===== config.mk =====
export PLATFORM = sky130hd
export DESIGN_NAME = alu_share_ctrl
export DESIGN_NICKNAME = d
export VERILOG_FILES = /design/src/rtl/alu_ctrl_pkg.sv /design/src/rtl/alu_logic_unit.sv /design/src/rtl/alu_share_ctrl.sv
export SDC_FILE = /design/constraint.sdc
export NUM_CORES = 1
export LEC_CHECK = 0
export ABC_CLOCK_PERIOD_IN_PS = 6300
export CAP_MARGIN = 20
export CORE_ASPECT_RATIO = 1.2
export CORE_MARGIN = 4
export CORE_UTILIZATION = 26
export CTS_CLUSTER_SIZE = 14
export DETAILED_ROUTE_END_ITERATION = 10
export PLACE_DENSITY_LB_ADDON = 0.1
export SETUP_SLACK_MARGIN = 0.4
export SYNTH_ARGS = -nofsm -noshare
export SYNTH_HDL_FRONTEND = slang
export SYNTH_HIERARCHICAL = 1
export SYNTH_SLANG_ARGS = --single-unit

===== constraint.sdc =====
create_clock -name clk -period 6.3 [get_ports clk]
set_clock_uncertainty 0.15 [all_clocks]
set_input_delay 1.26 -clock clk [delete_from_list [all_inputs] [get_ports clk]]
set_output_delay 1.26 -clock clk [all_outputs]
set_load 0.01 [all_outputs]

===== src/rtl/alu_ctrl_pkg.sv =====
// rtl/alu_ctrl_pkg.sv - shared encodings for the shared-ALU controller
package alu_ctrl_pkg;

  localparam int DEFAULT_WIDTH = 32;

  typedef enum logic [1:0] {
    OP_AND = 2'b00,
    OP_OR  = 2'b01,
    OP_XOR = 2'b10,
    OP_NOR = 2'b11
  } alu_op_e;

  typedef enum logic [1:0] {
    IDLE = 2'b00,
    EXEC = 2'b01,
    RESP = 2'b10
  } state_e;

endpackage


===== src/rtl/alu_logic_unit.sv =====
// rtl/alu_logic_unit.sv - combinational bitwise evaluator shared by both requesters
module alu_logic_unit
  import alu_ctrl_pkg::*;
#(
  parameter int WIDTH = DEFAULT_WIDTH
) (
  input  logic [1:0]       op,
  input  logic [WIDTH-1:0] in0,
  input  logic [WIDTH-1:0] in1,
  output logic [WIDTH-1:0] out
);

  always_comb begin
    out = '0;
    case (alu_op_e'(op))
      OP_AND:  out = in0 & in1;
      OP_OR:   out = in0 | in1;
      OP_XOR:  out = in0 ^ in1;
      OP_NOR:  out = ~(in0 | in1);
      default: out = '0;
    endcase
  end

endmodule


===== src/rtl/alu_share_ctrl.sv =====
// rtl/alu_share_ctrl.sv - two-requester arbiter in front of one shared bitwise ALU
module alu_share_ctrl
  import alu_ctrl_pkg::*;
#(
  parameter int WIDTH = DEFAULT_WIDTH
) (
  input  logic             clk,
  input  logic             rst,
  input  logic             req0_valid,
  output logic             req0_ready,
  input  logic [1:0]       req0_op,
  input  logic [WIDTH-1:0] req0_in0,
  input  logic [WIDTH-1:0] req0_in1,
  input  logic             req1_valid,
  output logic             req1_ready,
  input  logic [1:0]       req1_op,
  input  logic [WIDTH-1:0] req1_in0,
  input  logic [WIDTH-1:0] req1_in1,
  output logic             rsp0_valid,
  input  logic             rsp0_ready,
  output logic             rsp1_valid,
  input  logic             rsp1_ready,
  output logic [WIDTH-1:0] rsp_out,
  output logic             busy,
  output logic [15:0]      done_count
);

  state_e           state;
  logic             ptr;
  logic             lat_id;
  logic [1:0]       lat_op;
  logic [WIDTH-1:0] lat_in0;
  logic [WIDTH-1:0] lat_in1;
  logic [WIDTH-1:0] alu_out;
  logic             grant0;
  logic             grant1;
  logic             hs0;
  logic             hs1;
  logic             rsp_hs;

  // ptr only breaks ties; a lone requester is always granted
  assign grant0 = req0_valid & (~req1_valid | ~ptr);
  assign grant1 = req1_valid & (~req0_valid | ptr);

  assign req0_ready = ~rst & (state == IDLE) & grant0;
  assign req1_ready = ~rst & (state == IDLE) & grant1;

  assign hs0    = req0_valid & req0_ready;
  assign hs1    = req1_valid & req1_ready;
  assign rsp_hs = (rsp0_valid & rsp0_ready) | (rsp1_valid & rsp1_ready);
  assign busy   = (state != IDLE);

  alu_logic_unit #(.WIDTH(WIDTH)) u_alu (
    .op  (lat_op),
    .in0 (lat_in0),
    .in1 (lat_in1),
    .out (alu_out)
  );

  always_ff @(posedge clk or posedge rst) begin
    if (rst) begin
      state      <= IDLE;
      ptr        <= 1'b0;
      lat_id     <= 1'b0;
      lat_op     <= OP_AND;
      lat_in0    <= '0;
      lat_in1    <= '0;
      rsp_out    <= '0;
      rsp0_valid <= 1'b0;
      rsp1_valid <= 1'b0;
      done_count <= 16'd0;
    end else begin
      case (state)
        IDLE: begin
          if (hs0) begin
            lat_id  <= 1'b0;
            lat_op  <= req0_op;
            lat_in0 <= req0_in0;
            lat_in1 <= req0_in1;
            state   <= EXEC;
          end else if (hs1) begin
            lat_id  <= 1'b1;
            lat_op  <= req1_op;
            lat_in0 <= req1_in0;
            lat_in1 <= req1_in1;
            state   <= EXEC;
          end
        end
        EXEC: begin
          rsp_out    <= alu_out;
          rsp0_valid <= ~lat_id;
          rsp1_valid <= lat_id;
          state      <= RESP;
        end
        RESP: begin
          // rsp_out is left holding the last result after completion
          if (rsp_hs) begin
            rsp0_valid <= 1'b0;
            rsp1_valid <= 1'b0;
            ptr        <= ~lat_id;
            done_count <= done_count + 16'd1;
            state      <= IDLE;
          end
        end
        default: state <= IDLE;
      endcase
    end
  end

endmodule


==> out/results.tsv <==
metric	value	unit
worst path bufs/invs	3	
nets	1196	
synthesized cell area	7290	um2
Slew HR	34.6	%
crit path launch type	input port	
critical path's top delay family	buffers and inverters	
DR iter-0 viols	184	
Mean Syn Cell Area	8.83	um2
Residual DRC	0	
worst-path fanout max	4	
total global routing overflow	0	
first-pass GRT wire length	31600	um
nature of the critical path endpoint	primary output	
syn_nets	1029	
register area	3010	um2
wire per inst	14.3	um
Core Area	27400	um2
Hold Fails Final Rpt	0	
Setup-failing EPs final	0	
DR pass1 iterations	4	
routed wire length	19800	um
Cells after Synth	826	
Slew Viols, Final	0	
Routed Antenna Nets	0	
Fillers	2896	
Setup Buffers After CTS	0	
Die Span Y	191	um
Finished Cell Area	10000	um2
row cnt	66	
routed vias/inst	4.23	
Post-synth EDFFs	0	
TritonCTS clock tree	done	
Hold-fix buffers, CTS	0	
DP Area	9390	um2
Worst-path clk slew	0.06	ns
Multi-input gate area	3710	um2
top cells by area, synth	dfrtp_1 41%, nand2_1 12%, ha_1 11%, mux2i_1 8.8%, a31oi_1 5.7%	
Synth top cells by count	239 x nand2_1, 120 x dfrtp_1, 72 x nor2_1	
critical path arrival	2.84	ns
CTS root buffer	clkbuf_16	
most frequent cell after synthesis	nand2_1	
num ports	191	
vias in the first global route	5838	
cts repair resizes	0	
Unique masters post-synth	37	
status	finished clean	
cells along the critical path	clkdlybuf4s50_1, nor3_4, nand3_4, inv_2, clkdlybuf4s50_1	
most used cell, CP	clkdlybuf4s50_1	
sequential element share of the synthesized area	41.2	%
Initial Util	26.6	%
post-detail-place hpwl	13100	um
share of Yosys cell area claimed by the top area cell type	41.2	%
RSZ-0062 raised after global routing	false	
highest ir drop seen on vdd	0.149	mV
YS warnings	6	
pwr dens	431	nW/um2
cell with the largest stage delay on the worst path	clkdlybuf4s50_1	
asr flop ratio synth	100	%
buffers added on ports	190	
Worst Hold Class	reg2reg	
clock latency on the worst-skew pair	0.42	ns
CTS sink cnt	120	
critical path class	in2out	
Leak	4.92	nW
Worst Path Required	4.89	ns
largest net degree at the start of global routing	90	
Least-Margin Pin Slew	0.981	ns
area grow syn2layout	37.7	%
CTS Buf Count	17	
vias	5842	
min cycle time layout	4.25	ns
die area	30800	um2
htree depth	4	
routability cong.	0.716	
Final period util	67.4	%
Horiz. Die Dim	161	um
initial antenna violation count	1	
setup TNS	0	ns
CP max stage delay	0.54	ns
Yosys top cell by area	dfrtp_1	
all-layer global routing usage	13.0	%
flops & latches, synth	120	
MaxCap Viol Count	0	
ys flop type	dfrtp_1	
fraction of layout cells with a size suffix above 1	4.77	%
clk buf depth	2	
Fmax achieved	0.235	GHz
-- cell type report --
| class | count | share of cell area (%) |
|---|---|---|
| Antenna cell | 1 | 0.0249 |
| Clock buffer | 20 | 4.55 |
| Clock inverter | 12 | 1.73 |
| Inverter | 68 | 2.59 |
| Multi-Input combinational cell | 590 | 37.0 |
| Sequential cell | 120 | 29.9 |
| Tap cell | 374 | 4.66 |
| Timing Repair Buffer | 196 | 19.5 |
-- report_power, final --
group	internal [mW]	switching, mW	total, mW	leakage (nW)
Sequential	1.10	0.311	1.41	1.42
Clock	0.681	0.377	1.06	0.298
Combinational	0.935	0.921	1.86	3.21
-- final timing paths --
check / slack [ns] / end / startpoint / cells after the start
worst max-delay path: 2.05 / req0_ready / rst / 5
worst min-delay path: 0.32 / rsp_out[29] / rsp_out[29] / 2
worst max register to register: 3.69 / lat_in0[13] / state[0] / 5
worst min register to register: 0.32 / rsp_out[29] / rsp_out[29] / 2
min in group asynchronous: 1.30 / rsp1_valid / rst / 2
max in group asynchronous: 3.61 / rsp_out[22] / rst / 3
-- flip-flops by register name (all words and copies together), names as in the netlist --
signal / count
lat_in0: 32
rsp1_valid: 1
state: 2
rsp0_valid: 1
done_count: 16
lat_id: 1
lat_op: 2
ptr: 1
lat_in1: 32
rsp_out: 32
-- metal layers --
metal  vias to the layer above  global-route usage [%]  wire, um
met4                         0                    4.04       264
met1                      2708                    15.7      8730
met3                        11                    3.39       948
met2                       121                    22.7      9810
met5                         -                       0         0
li1                       3002                       -         -
-- through the flow --
step                      utilization, %  std cells  setup slack (ns)  hold WS [ns]  power, mW
after floorplan                        -        826              1.70         0.289       2.75
after global placement              34.3       1347              2.02         0.308       3.29
after detailed placement            34.3       1347              2.02         0.311       3.33
after CTS                           36.6       1379              2.01         0.326       4.42
after global routing                36.6       1381              1.97         0.346       4.73
final                               36.6       1381              2.05         0.319       4.32
-- worst reg2reg max path: stages, from the launching register on --
cell and delay, ns:
dfrtp_1 0.47, nor3_4 0.32, o21a_4 0.80, buf_4 0.55
nor2_1 0.11, a31oi_1 0.14
-- kinds of logic (layout without fill, tap and decap cells) --
logic type	after synthesis	after routing	share of synthesized area, %
compound gates	74	74	6.36
other cells	0	1	0
mux	65	65	8.94
xor+xnor	47	47	5.64
simple gates	339	339	18.5
flops	120	120	41.2
buf+inv	116	296	8.25
fa+ha+maj	65	65	11.1
-- cell usage in the layout, fill, tap and decap left out, types with 2 or more instances in the layout --
cell type,count
clkdlybuf4s50_1,190
nand4_1,5
xor2_1,35
clkinv_2,3
dfrtp_1,118
clkinvlp_4,4
xnor2_1,12
nand2b_1,2
a31oi_1,66
bufinv_16,4
nor3_1,4
buf_4,5
o22ai_1,2
nand3_1,6
o21ai_0,2
and4_1,2
nor2_1,72
clkbuf_16,17
nand2_1,239
and3_1,2
clkbuf_8,2
ha_1,65
inv_1,66
mux2i_1,64
(Power assumes the default switching activity.)
